## config.mk

```make
export PLATFORM = sky130hd
export DESIGN_NAME = hwpe_ctrl_parity_monitor
export DESIGN_NICKNAME = d
export VERILOG_FILES = /design/src/rtl/hwpe_ctrl_parity_monitor.sv
export SDC_FILE = /design/constraint.sdc
export NUM_CORES = 1
export LEC_CHECK = 0
export CAP_MARGIN = 30
export CORE_MARGIN = 2
export CORE_UTILIZATION = 41
export CTS_CLUSTER_DIAMETER = 100
export DETAILED_ROUTE_END_ITERATION = 6
export GPL_ROUTABILITY_DRIVEN = 0
export GPL_TIMING_DRIVEN = 1
export PLACE_DENSITY = 0.72
export SLEW_MARGIN = 20
export SYNTH_ARGS = -nofsm -noshare
export SYNTH_HDL_FRONTEND = slang
export SYNTH_SLANG_ARGS = --single-unit
```

## constraint.sdc

```tcl
create_clock -name clk_i -period 1.42 [get_ports clk_i]
set_input_delay 0.284 -clock clk_i [delete_from_list [all_inputs] [get_ports clk_i]]
set_output_delay 0.284 -clock clk_i [all_outputs]
set_load 0.1 [all_outputs]
```

## src/rtl/hwpe_ctrl_parity_monitor.sv

```systemverilog
// Filters the regfile parity checker's fault flag, latches a sticky fault with an irq pulse and
// a saturating event count, and blocks job triggers unless the regfile is settled and clean.
module hwpe_ctrl_parity_monitor #(
  parameter int unsigned SETTLE_CYCLES = 2,
  parameter int unsigned FILTER_LEN    = 1,
  parameter int unsigned CNT_WIDTH     = 8
) (
  input  logic                 clk_i,
  input  logic                 rst_ni,
  input  logic                 fault_detected_i,
  input  logic                 reg_write_i,
  input  logic                 trigger_i,
  input  logic                 clear_i,
  output logic                 trigger_o,
  output logic                 trigger_dropped_o,
  output logic                 fault_o,
  output logic                 irq_o,
  output logic                 armed_o,
  output logic [CNT_WIDTH-1:0] fault_cnt_o
);

  localparam int unsigned SettleW = $clog2(SETTLE_CYCLES + 1);
  localparam int unsigned FiltW   = $clog2(FILTER_LEN + 1);

  localparam logic [SettleW-1:0] SettleInit = SettleW'(SETTLE_CYCLES);
  localparam logic [SettleW-1:0] SettleOne  = SettleW'(1);
  localparam logic [FiltW-1:0]   FiltLast   = FiltW'(FILTER_LEN - 1);
  localparam logic [FiltW-1:0]   FiltOne    = FiltW'(1);

  if (SETTLE_CYCLES == 0) begin : gen_bad_settle
    $error("SETTLE_CYCLES must be >= 1");
  end
  if (FILTER_LEN == 0) begin : gen_bad_filter
    $error("FILTER_LEN must be >= 1");
  end
  if (CNT_WIDTH == 0) begin : gen_bad_cnt
    $error("CNT_WIDTH must be >= 1");
  end

  typedef enum logic [1:0] {StSettle, StCheck, StFault} state_e;

  state_e               state_q;
  logic [SettleW-1:0]   settle_cnt_q;
  logic [FiltW-1:0]     filt_cnt_q;
  logic                 irq_q;
  logic                 drop_q;
  logic [CNT_WIDTH-1:0] cnt_q;

  // Only forward a trigger when parity is trusted and nothing disturbs the regfile this cycle.
  assign trigger_o = trigger_i & (state_q == StCheck) & ~fault_detected_i & ~reg_write_i;

  always_ff @(posedge clk_i or negedge rst_ni) begin
    if (!rst_ni) begin
      state_q      <= StSettle;
      settle_cnt_q <= SettleInit;
      filt_cnt_q   <= '0;
      irq_q        <= 1'b0;
      drop_q       <= 1'b0;
      cnt_q        <= '0;
    end else begin
      irq_q  <= 1'b0;
      drop_q <= trigger_i & ~trigger_o;
      unique case (state_q)
        StSettle: begin
          filt_cnt_q <= '0;
          if (reg_write_i) begin
            settle_cnt_q <= SettleInit;
          end else if (settle_cnt_q == SettleOne) begin
            state_q <= StCheck;
          end else begin
            settle_cnt_q <= settle_cnt_q - SettleOne;
          end
        end
        StCheck: begin
          if (reg_write_i) begin
            state_q      <= StSettle;
            settle_cnt_q <= SettleInit;
            filt_cnt_q   <= '0;
          end else if (fault_detected_i && (filt_cnt_q == FiltLast)) begin
            state_q    <= StFault;
            filt_cnt_q <= '0;
            irq_q      <= 1'b1;
            if (cnt_q != '1) begin
              cnt_q <= cnt_q + CNT_WIDTH'(1);
            end
          end else if (fault_detected_i) begin
            filt_cnt_q <= filt_cnt_q + FiltOne;
          end else begin
            filt_cnt_q <= '0;
          end
        end
        StFault: begin
          if (clear_i) begin
            state_q      <= StSettle;
            settle_cnt_q <= SettleInit;
          end
        end
        default: begin
          state_q      <= StSettle;
          settle_cnt_q <= SettleInit;
          filt_cnt_q   <= '0;
        end
      endcase
    end
  end

  assign fault_o           = (state_q == StFault);
  assign armed_o           = (state_q == StCheck);
  assign irq_o             = irq_q;
  assign trigger_dropped_o = drop_q;
  assign fault_cnt_o       = cnt_q;

endmodule

```

==> qor.yml, run 1 <==
outcome:
  status: "complete, but fails checks"
  failed_checks: "negative setup slack"
critical_path:
  path_max_fanout: 2
  cp.required_ps: 1140
  critical_path.startpoint: "state_q[1]$_DFFE_PN0P_"
  timing.critical_path.cells: "nand2b_4 > buf_4 > nor4b_4 > buf_12"
  crit_cells: 4
  worst_r2r_endpoint: "fault_cnt_o[1]$_DFFE_PN0P_"
  critical-path-max-stage-delay_ps: 390
  endpoint: "trigger_o"
  worst_r2r_path_depth: 8
  rrSetupSlack_ps: -220
  cp.buffers_inverters: 2
  timing.critical_path.arrival_ps: 1440
  reg2reg_from: "state_q[1]$_DFFE_PN0P_"
  setup.worst_path.start_class: "flip-flop"
  crit_path_top_delay_cell: "dfrtp_1"
  timing.setup.critical_path_class: "reg -> out"
  end_kind: "output pin"
  worst_path_dominant_cell_family: "simple AND/OR/NAND/NOR gates"
synthesis:
  yosys.area_share.adder_pct: 3.604
  synth_area_per_cell_sq_um: 12.18
  yosys.cell_count.top_type: "dfrtp_1"
  largest_family_of_logic_cells_by_synthesized_area: "simple AND/OR/NAND/NOR gates"
  ys.warnings.count: 0
  synthFlopType: "dfrtp_1"
  syn-cell-area_sq_um: 694.4
  postSynthCellCount: 57
  synthesis.nets: 65
  synth-edff-count: 0
  synth_xor_area_share_pct: 6.306
  synth-compound-area-share_pct: 5.225
  synth.top_cells.by_area: "dfrtp_1, xnor2_1, mux2_2, dfstp_2, nand2_1"
  proportion_of_synthesized_chip_area_in_sequential_cells_pct: 50.63
  post-synth-top-area-cell: "dfrtp_1"
  post_synth_mux_area_share_pct: 7.928
  synthTopCellsByCount: "dfrtp_1, nand2_1, xnor2_1, mux2_2"
  synth_async_sr_flop_share_pct: 100.0
  yosys_register_bits: 14
  synth_simple_gate_area_share_pct: 24.14
  synth_top_cell_area_share_pct: 46.85
  synth_cell_types: 28
clock_tree:
  clock-sinks: 14
  clk_latency_ps: 280
  cts_buffers: 3
  cts_htree_levels: 1
  clk_pin_slew_ps: 90
  cts.root.buffer_cell: "clkbuf_4"
  tritoncts: "built"
  cts_max_path_buffers: 2
place:
  buffer_ports.inserted: 18
  detailed_place.area_sq_um: 1234
  cells_after_dpl: 110
  place.detailed.hpwl_mm: 1.242
global_routing:
  first_pass_grt_wire_length_mm: 2.753
  first_global_vias: 618
  global_route.usage.total_pct: 19.82
  grt_start_max_net_pins: 15
  antenna_found_initial: 0
  remaining_global_route_overflow: 0
drt:
  post_drt_wl_per_cell_microns: 14.87
  met3_length_microns: 64
  detailedRoute.firstPassIterationCount: 4
  drt-met1-wl_microns: 770
  route.met2.wl_microns: 889
  num_vias: 583
  post_drt_via_cell_ratio: 4.941
  ant_nets: 0
  drt-initial-drc-count: 5
  route.final.wire_length_mm: 1.755
  routed.top_layer: "met4"
  route.detailed.drc: 0
power:
  p_int_uw: 1076
  power_frac_comb_pct: 56.5
  peak_supply_drop_uv: 1429
  p_switching_uw: 779.7
  net_sw_share_pct: 42.02
  powerDensity_nw_per_um2: 1398
  power.share.clock_pct: 12.8
  relative_contribution_of_sequential_cells_to_total_power_pct: 30.6
  p_leak_uw: 0.0006172
sta:
  worst_slack_ps: -303.9
  final-setup-viol-count: 11
  period_share_pct: 121.4
  actual_slew_at_the_worst_max_slew_pin_ps: 275.7
  clock.fmax_mhz: 580.1
  grt_setup_unrepaired: "yes"
  timing.final.hold_violations: 0
  period_minus_slack_ps: 1724
  worst_clock_skew_ps: 7.581
  maxSlewHeadroom_pct: 81.54
  hold-worst-slack_ps: 323.5
  slew_violations: 0
floorplan:
  pin_count: 19
  floorplan.rows: 14
  chip_height_microns: 45.16
  die-area_sq_um: 2039
  core_area_sq_um: 1541
  initial_utilization_pct: 45.05
  dieWidth_microns: 45.16
layout:
  finalCoreUtilization_pct: 86.12
  layout.filler_cells: 68
  area.growth.synth_to_final_pct: 91.17
  post_route_cells_drive_above_1_share_pct: 65.69
  sequential_cell_area_sq_um: 376.6
  antenna_cells: 0
  layoutNonFillerInstCount: 118
  nNetsFinal: 111
  total_area_of_multi_input_combinational_cells_sq_um: 391.6
  postLayoutCellArea_sq_um: 1328
worst_hold_path:
  timing.hold.worst.class: "in -> async"
flow_run:
  max_cap_violations: 0
power by group through the flow:
stage / Clock, uW / Sequential [uW] / Combinational, uW
final: 238 / 568 / 1050
after detailed placement: 0 / 576 / 983
after global placement: 0 / 569 / 964
after CTS: 248 / 568 / 1010
after global routing: 260 / 578 / 1110
after floorplan: 0 / 848 / 273
worst reg2reg max path, delay by kind of cell, from the launching register on:
kind,cells,cell delay (ps)
buffers and inverters,4,380
DFF,1,390
and+or+nand+nor,2,270
AOI/OAI and AO/OA,1,190
muxes,1,300
state kept, by name, summed over array words and instances, names as in the netlist:
signal,cells
fault_cnt_o,8
state_q,2
irq_o,1
settle_cnt_q,2
trigger_dropped_o,1
cell usage in the layout (no fill, tap or decap), drive strengths merged, types with 3 or more instances in the layout:
cell type       n
buf            36
dfrtp          13
nand2           7
xnor2           4
clkdlybuf4s50   4
mux2            4
clkbuf          4
inv             3
nand2b          3
final cells by class:
cell class                      instances  area share (%)
Sequential cell                        14           28.37
Inverter                                3           1.225
Timing Repair Buffer                   41           37.42
Multi-Input combinational cell         40           29.50
Tap cell                               16           1.508
Clock buffer                            4           1.979
metrics by stage:
| step | worst slack [ps] | TNS, ps | total power, uW |
|---|---|---|---|
| 2_1_floorplan | -475.8 | -1947 | 1122 |
| 3_3_place_gp | -282.5 | -1617 | 1533 |
| 3_5_place_dp | -322.7 | -2005 | 1559 |
| 4_1_cts | -321.2 | -705.5 | 1824 |
| 5_1_grt | -355.3 | -2489 | 1953 |
| 6_report | -303.9 | -1721 | 1856 |
repair_timing:
action                                  CTS  global route
hold buffers                              0             0
endpoints found under the setup margin    7            13
buffers inserted                          1             3
pin swaps                                 3             4
gates resized for setup                   8             5
how the worst min path moves through the flow:
stage,start,endpoint,cells after the start
after global placement,settle_cnt_q[1]$_DFFE_PN1P_,settle_cnt_q[1]$_DFFE_PN1P_,2
final,rst_ni,state_q[0]$_DFFE_PN0P_,2
after global routing,rst_ni,fault_cnt_o[5]$_DFFE_PN0P_,2
after CTS,rst_ni,fault_cnt_o[5]$_DFFE_PN0P_,2
after floorplan,rst_ni,fault_cnt_o[2]$_DFFE_PN0P_,0
after detailed placement,settle_cnt_q[1]$_DFFE_PN1P_,settle_cnt_q[1]$_DFFE_PN1P_,2
metal layers:
metal | global-route usage [%] | vias up
li1 | - | 290
met1 | 22.76 | 271
met2 | 34.29 | 16
met3 | 4.000 | 6
met4 | 10.59 | 0
met5 | 0 | -
cells by family (layout without fill, tap and decap cells):
logic type | Yosys count | count (layout)
buffers and inverters | 3 | 48
xor gates and xnor gates | 5 | 5
AOI/OAI and AO/OA | 4 | 4
and+or+nand+nor | 24 | 24
muxes | 5 | 5
adders and majority gates | 2 | 2
DFF | 14 | 14
(Power assumes the default switching activity.)
==> inputs of run 2 (changes only) <==
--- a/config.mk
+++ b/config.mk
@@ -5,14 +5,15 @@
 export SDC_FILE = /design/constraint.sdc
 export NUM_CORES = 1
 export LEC_CHECK = 0
+export ABC_CLOCK_PERIOD_IN_PS = 1900
 export CAP_MARGIN = 30
 export CORE_MARGIN = 2
-export CORE_UTILIZATION = 41
+export CORE_UTILIZATION = 45
 export CTS_CLUSTER_DIAMETER = 100
 export DETAILED_ROUTE_END_ITERATION = 6
 export GPL_ROUTABILITY_DRIVEN = 0
 export GPL_TIMING_DRIVEN = 1
-export PLACE_DENSITY = 0.72
+export PLACE_DENSITY = 0.75
 export SLEW_MARGIN = 20
 export SYNTH_ARGS = -nofsm -noshare
 export SYNTH_HDL_FRONTEND = slang
==> constraint.sdc (replaced) <==
create_clock -name clk_i -period 1.9 [get_ports clk_i]
set_input_delay 0.38 -clock clk_i [delete_from_list [all_inputs] [get_ports clk_i]]
set_output_delay 0.38 -clock clk_i [all_outputs]
set_load 0.1 [all_outputs]
==> run 2 against run 1 <==
  * The flow now finishes without violations
  * Worst hold slack improved by 59 ps
  * Die area decreased by 8.1%
  * Global-route usage decreased by 1.9 points
  * Sequential power decreased by 24%
  * Worst setup slack improved by 370 ps
  * Clock skew increased by 1.1 ps
  * Largest cell class is now flip-flops and latches
  * Routed wire length decreased by 26%
==> qor.yml, run 2 (same netlist as run 1, synthesis figures left out) <==
critical_path:
  rrSetupSlack_ps: 310  # was -220 ps
  cp.required_ps: 1520  # was 1140 ps
  worst_r2r_endpoint: "fault_cnt_o[6]$_DFFE_PN0P_"  # was fault_cnt_o[1]$_DFFE_PN0P_
  end_kind: "output pin"  # unchanged
  timing.critical_path.arrival_ps: 1450  # was 1440 ps
  path_max_fanout: 4  # was 2
  reg2reg_from: "fault_cnt_o[0]$_DFFE_PN0P_"  # was state_q[1]$_DFFE_PN0P_
  worst_r2r_path_depth: 5  # was 8
  timing.setup.critical_path_class: "in -> out"  # was reg -> out
  setup.worst_path.start_class: "input pin"  # was flip-flop
flow_run:
  max_cap_violations: 0  # unchanged
layout:
  layoutNonFillerInstCount: 98  # was 118
  nNetsFinal: 91  # was 111
  post_route_cells_drive_above_1_share_pct: 47.56  # was 65.69%
  postLayoutCellArea_sq_um: 1074  # was 1328 sq um
  final_cell_mix: "buf_12, nand2_1, dfrtp_2"  # was buf_4, buf_12, dfrtp_4
  final_common_cell: "buf_12"  # was buf_4
  antenna_cells: 0  # unchanged
  largest_register_ffs: 8  # unchanged
  area.growth.synth_to_final_pct: 54.59  # was 91.17%
sta:
  actual_slew_at_the_worst_max_slew_pin_ps: 252.9  # was 275.7 ps
  slew_violations: 0  # unchanged
  period_minus_slack_ps: 1833
  period_share_pct: 96.46
  timing.final.hold_violations: 0  # unchanged
  maxSlewHeadroom_pct: 82.98  # was 81.54%
  final-setup-viol-count: 0  # was 11
  worst_clock_skew_ps: 8.695  # was 7.581 ps
  clock.fmax_mhz: 545.6
  grt_setup_unrepaired: "no"  # was yes
global_routing:
  gr-usage-met1_pct: 20.16  # was 22.76%
  first_pass_grt_wire_length_mm: 2.325  # was 2.753 mm
  first_global_vias: 538  # was 618
  antenna_found_initial: 0  # unchanged
  global_route.usage.total_pct: 17.94  # was 19.82%
  met2_resource_use_gr_pct: 27.46  # was 34.29%
  grt_busiest_layer: "met2"  # unchanged
  grt_start_max_net_pins: 15  # unchanged
  global_route.usage.met3_pct: 8.085  # was 4.000%
  remaining_global_route_overflow: 0  # unchanged
clock_tree:
  cts_buffers: 3  # unchanged
  tritoncts: "built"  # unchanged
  clk_latency_ps: 290  # was 280 ps
  cts_htree_levels: 1  # unchanged
  buffers_inserted_by_post_cts_timing_repair: 0  # was 1
  clock-sinks: 14  # unchanged
  cts.root.buffer_cell: "clkbuf_4"  # unchanged
  ctsHoldBuffers: 0  # unchanged
  clk_pin_slew_ps: 80  # was 90 ps
  ctsResizeCount: 0  # was 8
  cts_max_path_buffers: 2  # unchanged
floorplan:
  core_area_sq_um: 1471  # was 1541 sq um
  die-area_sq_um: 1873  # was 2039 sq um
  initial_utilization_pct: 47.19  # was 45.05%
  pin_count: 19  # unchanged
  dieWidth_microns: 43.28  # was 45.16 microns
  floorplan.rows: 14  # unchanged
  chip_height_microns: 43.28  # was 45.16 microns
power:
  p_switching_uw: 529.1  # was 779.7 uW
  relative_contribution_of_sequential_cells_to_total_power_pct: 35.9  # was 30.6%
  powerDensity_nw_per_um2: 1113  # was 1398 nW/um^2
  peak_supply_drop_uv: 1297  # was 1429 uV
  p_leak_uw: 0.0005014  # was 0.0006172 uW
  p_int_uw: 665.7  # was 1076 uW
  power.share.clock_pct: 15.0  # was 12.8%
  power_frac_comb_pct: 49.1  # was 56.5%
  net_sw_share_pct: 44.29  # was 42.02%
place:
  detailed_place.area_sq_um: 1047  # was 1234 sq um
  place.detailed.hpwl_mm: 1.025  # was 1.242 mm
  buffer_ports.inserted: 18  # unchanged
  cells_after_dpl: 94  # was 110
drt:
  drt-initial-drc-count: 1  # was 5
  route.final.wire_length_mm: 1.292  # was 1.755 mm
  post_drt_via_cell_ratio: 5.153  # was 4.941
  post_drt_wl_per_cell_microns: 13.18  # was 14.87 microns
  num_vias: 505  # was 583
  detailedRoute.firstPassIterationCount: 2  # was 4
  route.detailed.drc: 0  # unchanged
  ant_nets: 0  # unchanged
worst_hold_path:
  timing.hold.worst.class: "in -> async"  # unchanged
outcome:
  status: "finished clean"  # was complete, but fails checks
run 2: worst max path at each step:
| stage | depth (start not counted) | end | slack, ps | start |
|---|---|---|---|---|
| 6_report | 3 | trigger_o | 70 | reg_write_i |
| 5_1_grt | 3 | trigger_o | 10 | reg_write_i |
| 4_1_cts | 3 | trigger_o | 60 | reg_write_i |
| 3_5_place_dp | 4 | fault_cnt_o[7]$_DFFE_PN0P_ | 20 | reg_write_i |
| 3_3_place_gp | 4 | fault_cnt_o[7]$_DFFE_PN0P_ | 70 | fault_detected_i |
| 2_1_floorplan | 2 | trigger_o | -90 | state_q[1]$_DFFE_PN0P_ |
run 2: through the flow:
step                      total power (uW)  setup slack, ps  TNS, ps  utilization (%)  hold WS [ps]
after CTS                             1207            61.71        0            72.96         384.7
after global routing                  1258            13.32        0            72.96         404.2
final                                 1195            67.26        0            72.96         383.0
after floorplan                      804.6           -91.78   -91.78                -         84.41
after global placement                1013            65.77        0            71.17         481.3
after detailed placement              1027            22.34        0            71.17         483.6
run 2: power groups by stage:
stage	Combinational [uW]	Sequential (uW)	Clock, uW
2_1_floorplan	193	612	0
3_3_place_gp	580	433	0
3_5_place_dp	592	435	0
4_1_cts	593	430	184
5_1_grt	621	438	200
6_report	587	429	179
run 2: cell type report:
cell class / count / area [sq um]
clock buffer: 4 / 26.28
timing repair buffer: 21 / 307.8
fill: 119 / 397.9
tap: 16 / 20.02
sequential: 14 / 360.3
inverter: 3 / 15.01
multi-input combinational: 40 / 344.1
run 2: layer usage:
metal | wire (microns) | part of all wire [%]
met1 | 544 | 42
met5 | 0 | 0
met2 | 645 | 50
met4 | 30 | 2.3
met3 | 71 | 5.5
run 2: critical path: stages:
cell	delay, ps
clkdlybuf4s50_1	500
nor4b_4	360
buf_12	210
==> inputs of run 3 (changes only) <==
--- a/config.mk
+++ b/config.mk
@@ -13,7 +13,7 @@
 export DETAILED_ROUTE_END_ITERATION = 6
 export GPL_ROUTABILITY_DRIVEN = 0
 export GPL_TIMING_DRIVEN = 1
-export PLACE_DENSITY = 0.75
+export PLACE_DENSITY = 0.86
 export SLEW_MARGIN = 20
 export SYNTH_ARGS = -nofsm -noshare
 export SYNTH_HDL_FRONTEND = slang
==> run 3 against run 2 <==
  * Via count up 1.6%
  * Largest cell class unchanged
  * Count of clock-buffer cells in the layout unchanged
  * Design area down 1.4%
  * First-iteration DRC count rose to 9.0 times the previous value
==> qor.yml, run 3 (same netlist as run 1, synthesis figures left out) <==
outcome:
  status: "finished clean"  # unchanged
flow_run:
  max_cap_violations: 0  # unchanged
global_routing:
  grt_start_max_net_pins: 15  # unchanged
  global_route.usage.total_pct: 16.37  # was 17.94%
  remaining_global_route_overflow: 0  # unchanged
  antenna_found_initial: 0  # unchanged
  first_global_vias: 518  # was 538
  first_pass_grt_wire_length_mm: 2.242  # was 2.325 mm
critical_path:
  cp.buffers_inverters: 2  # unchanged
  worst_path_dominant_cell_family: "buffers and inverters"  # unchanged
  rrSetupSlack_ps: 320  # was 310 ps
  worst_r2r_endpoint: "fault_cnt_o[7]$_DFFE_PN0P_"  # was fault_cnt_o[6]$_DFFE_PN0P_
  crit_cells: 3  # unchanged
  worst_r2r_path_depth: 5  # unchanged
  reg2reg_from: "state_q[1]$_DFFE_PN0P_"  # was fault_cnt_o[0]$_DFFE_PN0P_
  cp.required_ps: 1520  # about the same
  timing.critical_path.cells: "clkdlybuf4s50_1 > nor4b_4 > buf_12"  # unchanged
  crit_path_top_delay_cell: "clkdlybuf4s50_1"  # unchanged
  setup.worst_path.start_class: "input pin"  # unchanged
  end_kind: "output pin"  # unchanged
  timing.setup.critical_path_class: "in -> out"  # unchanged
  timing.critical_path.arrival_ps: 1470  # was 1450 ps
  critical-path-max-stage-delay_ps: 530  # was 500 ps
  path_max_fanout: 4  # unchanged
power:
  relative_contribution_of_sequential_cells_to_total_power_pct: 36.4  # was 35.9%
  power.share.clock_pct: 14.6  # was 15.0%
  p_switching_uw: 524.6  # was 529.1 uW
  powerDensity_nw_per_um2: 1120  # was 1113 nW/um^2
  p_leak_uw: 0.0004918  # was 0.0005014 uW
  peak_supply_drop_uv: 1326  # was 1297 uV
  power_frac_comb_pct: 49.1  # about the same
  net_sw_share_pct: 44.23  # was 44.29%
  post-layout-total-power_uw: 1186  # was 1195 uW
  p_int_uw: 661.3  # was 665.7 uW
layout:
  largest_register_ffs: 8  # unchanged
  post_route_cells_drive_above_1_share_pct: 46.25  # was 47.56%
  area.growth.synth_to_final_pct: 52.43  # was 54.59%
  final_common_cell: "buf_12"  # unchanged
  antenna_cells: 0  # unchanged
  postLayoutCellArea_sq_um: 1059  # was 1074 sq um
  nNetsFinal: 89  # was 91
  final_cell_mix: "buf_12, nand2_1, dfrtp_2"  # unchanged
  finalCoreUtilization_pct: 71.94  # was 72.96%
place:
  place.detailed.hpwl_microns: 985.4  # was 1.025 mm
  buffer_ports.inserted: 18  # unchanged
  detailed_place.area_sq_um: 1032  # was 1047 sq um
floorplan:
  dieWidth_microns: 43.28  # unchanged
  floorplan.rows: 14  # unchanged
  chip_height_microns: 43.28  # unchanged
  core_area_sq_um: 1471  # unchanged
  die-area_sq_um: 1873  # unchanged
  pin_count: 19  # unchanged
  initial_utilization_pct: 47.19  # unchanged
sta:
  maxSlewHeadroom_pct: 60.65  # was 82.98%
  clock.fmax_mhz: 540.2  # was 545.6 MHz
  period_minus_slack_ps: 1851  # was 1833 ps
  grt_setup_unrepaired: "no"  # unchanged
  hold-worst-slack_ps: 464.9  # was 383.0 ps
  slew_violations: 0  # unchanged
  actual_slew_at_the_worst_max_slew_pin_ps: 588.4  # was 252.9 ps
  timing.final.hold_violations: 0  # unchanged
  setup_total_negative_slack_ps: 0  # unchanged
  worst_clock_skew_ps: 12.90  # was 8.695 ps
  final-setup-viol-count: 0  # unchanged
  period_share_pct: 97.44  # was 96.46%
clock_tree:
  clk_latency_ps: 280  # was 290 ps
  clock-sinks: 14  # unchanged
  clk_pin_slew_ps: 90  # was 80 ps
  cts_buffers: 3  # unchanged
  buffers_inserted_by_post_cts_timing_repair: 0  # unchanged
  ctsResizeCount: 0  # unchanged
  cts.root.buffer_cell: "clkbuf_4"  # unchanged
  cts_max_path_buffers: 2  # unchanged
  cts_htree_levels: 1  # unchanged
  tritoncts: "built"  # unchanged
  ctsHoldBuffers: 0  # unchanged
drt:
  post_drt_via_cell_ratio: 5.344  # was 5.153
  post_drt_wl_per_cell_microns: 13.00  # was 13.18 microns
  detailedRoute.firstPassIterationCount: 4  # was 2
  route.final.wire_length_mm: 1.248  # was 1.292 mm
  route.detailed.drc: 0  # unchanged
  drt-initial-drc-count: 9  # was 1
  ant_nets: 0  # unchanged
  num_vias: 513  # was 505
worst_hold_path:
  timing.hold.worst.class: "in -> async"  # unchanged
## run 3: changes by cell type in the layout (fill, tap and decap cells not counted)
cell,previous run,this run
buf_4,5,3
## run 3: worst max-delay path by stage
stage / slack (ps) / end / startpoint
2_1_floorplan: -90 / trigger_o / state_q[1]$_DFFE_PN0P_
3_3_place_gp: 40 / fault_cnt_o[7]$_DFFE_PN0P_ / fault_detected_i
3_5_place_dp: -30 / fault_cnt_o[7]$_DFFE_PN0P_ / fault_detected_i
4_1_cts: 40 / trigger_o / fault_detected_i
5_1_grt: 10 / trigger_o / fault_detected_i
6_report: 50 / trigger_o / fault_detected_i
## run 3: power groups by stage
| stage | logic, uW | clock network, uW | registers [uW] |
|---|---|---|---|
| 2_1_floorplan | 193 | 0 | 612 |
| 3_3_place_gp | 576 | 0 | 432 |
| 3_5_place_dp | 586 | 0 | 437 |
| 4_1_cts | 586 | 178 | 432 |
| 5_1_grt | 608 | 198 | 442 |
| 6_report | 582 | 173 | 431 |
## run 3: metrics by stage
stage / cells / setup slack [ps]
finish: 96 / 48.68
global route: 96 / 10.32
CTS: 96 / 37.95
detailed placement: 92 / -32.76
global placement: 92 / 40.09
floorplan: 57 / -91.78
## run 3: worst register-to-register path, delay by kind of cell (launching register included)
family | cells | cell delay, ps
DFF | 1 | 440
and+or+nand+nor | 3 | 590
buffers and inverters | 1 | 90
muxes | 1 | 350
## run 3: layout make-up
cell class | instances | area [sq um]
Tap cell | 16 | 20.02
Sequential cell | 14 | 360.3
Timing Repair Buffer | 19 | 292.8
Inverter | 3 | 15.01
Clock buffer | 4 | 26.28
Fill cell | 99 | 412.9
Multi-Input combinational cell | 40 | 344.1
## run 3: metal layers
layer | routed length, microns | GRT usage, % | part of all wire (%)
met5 | 0 | 0 | 0
met4 | 0 | 5.455 | 0
met3 | 62 | 6.809 | 5.0
met2 | 619 | 25.97 | 50
met1 | 566 | 19.95 | 45
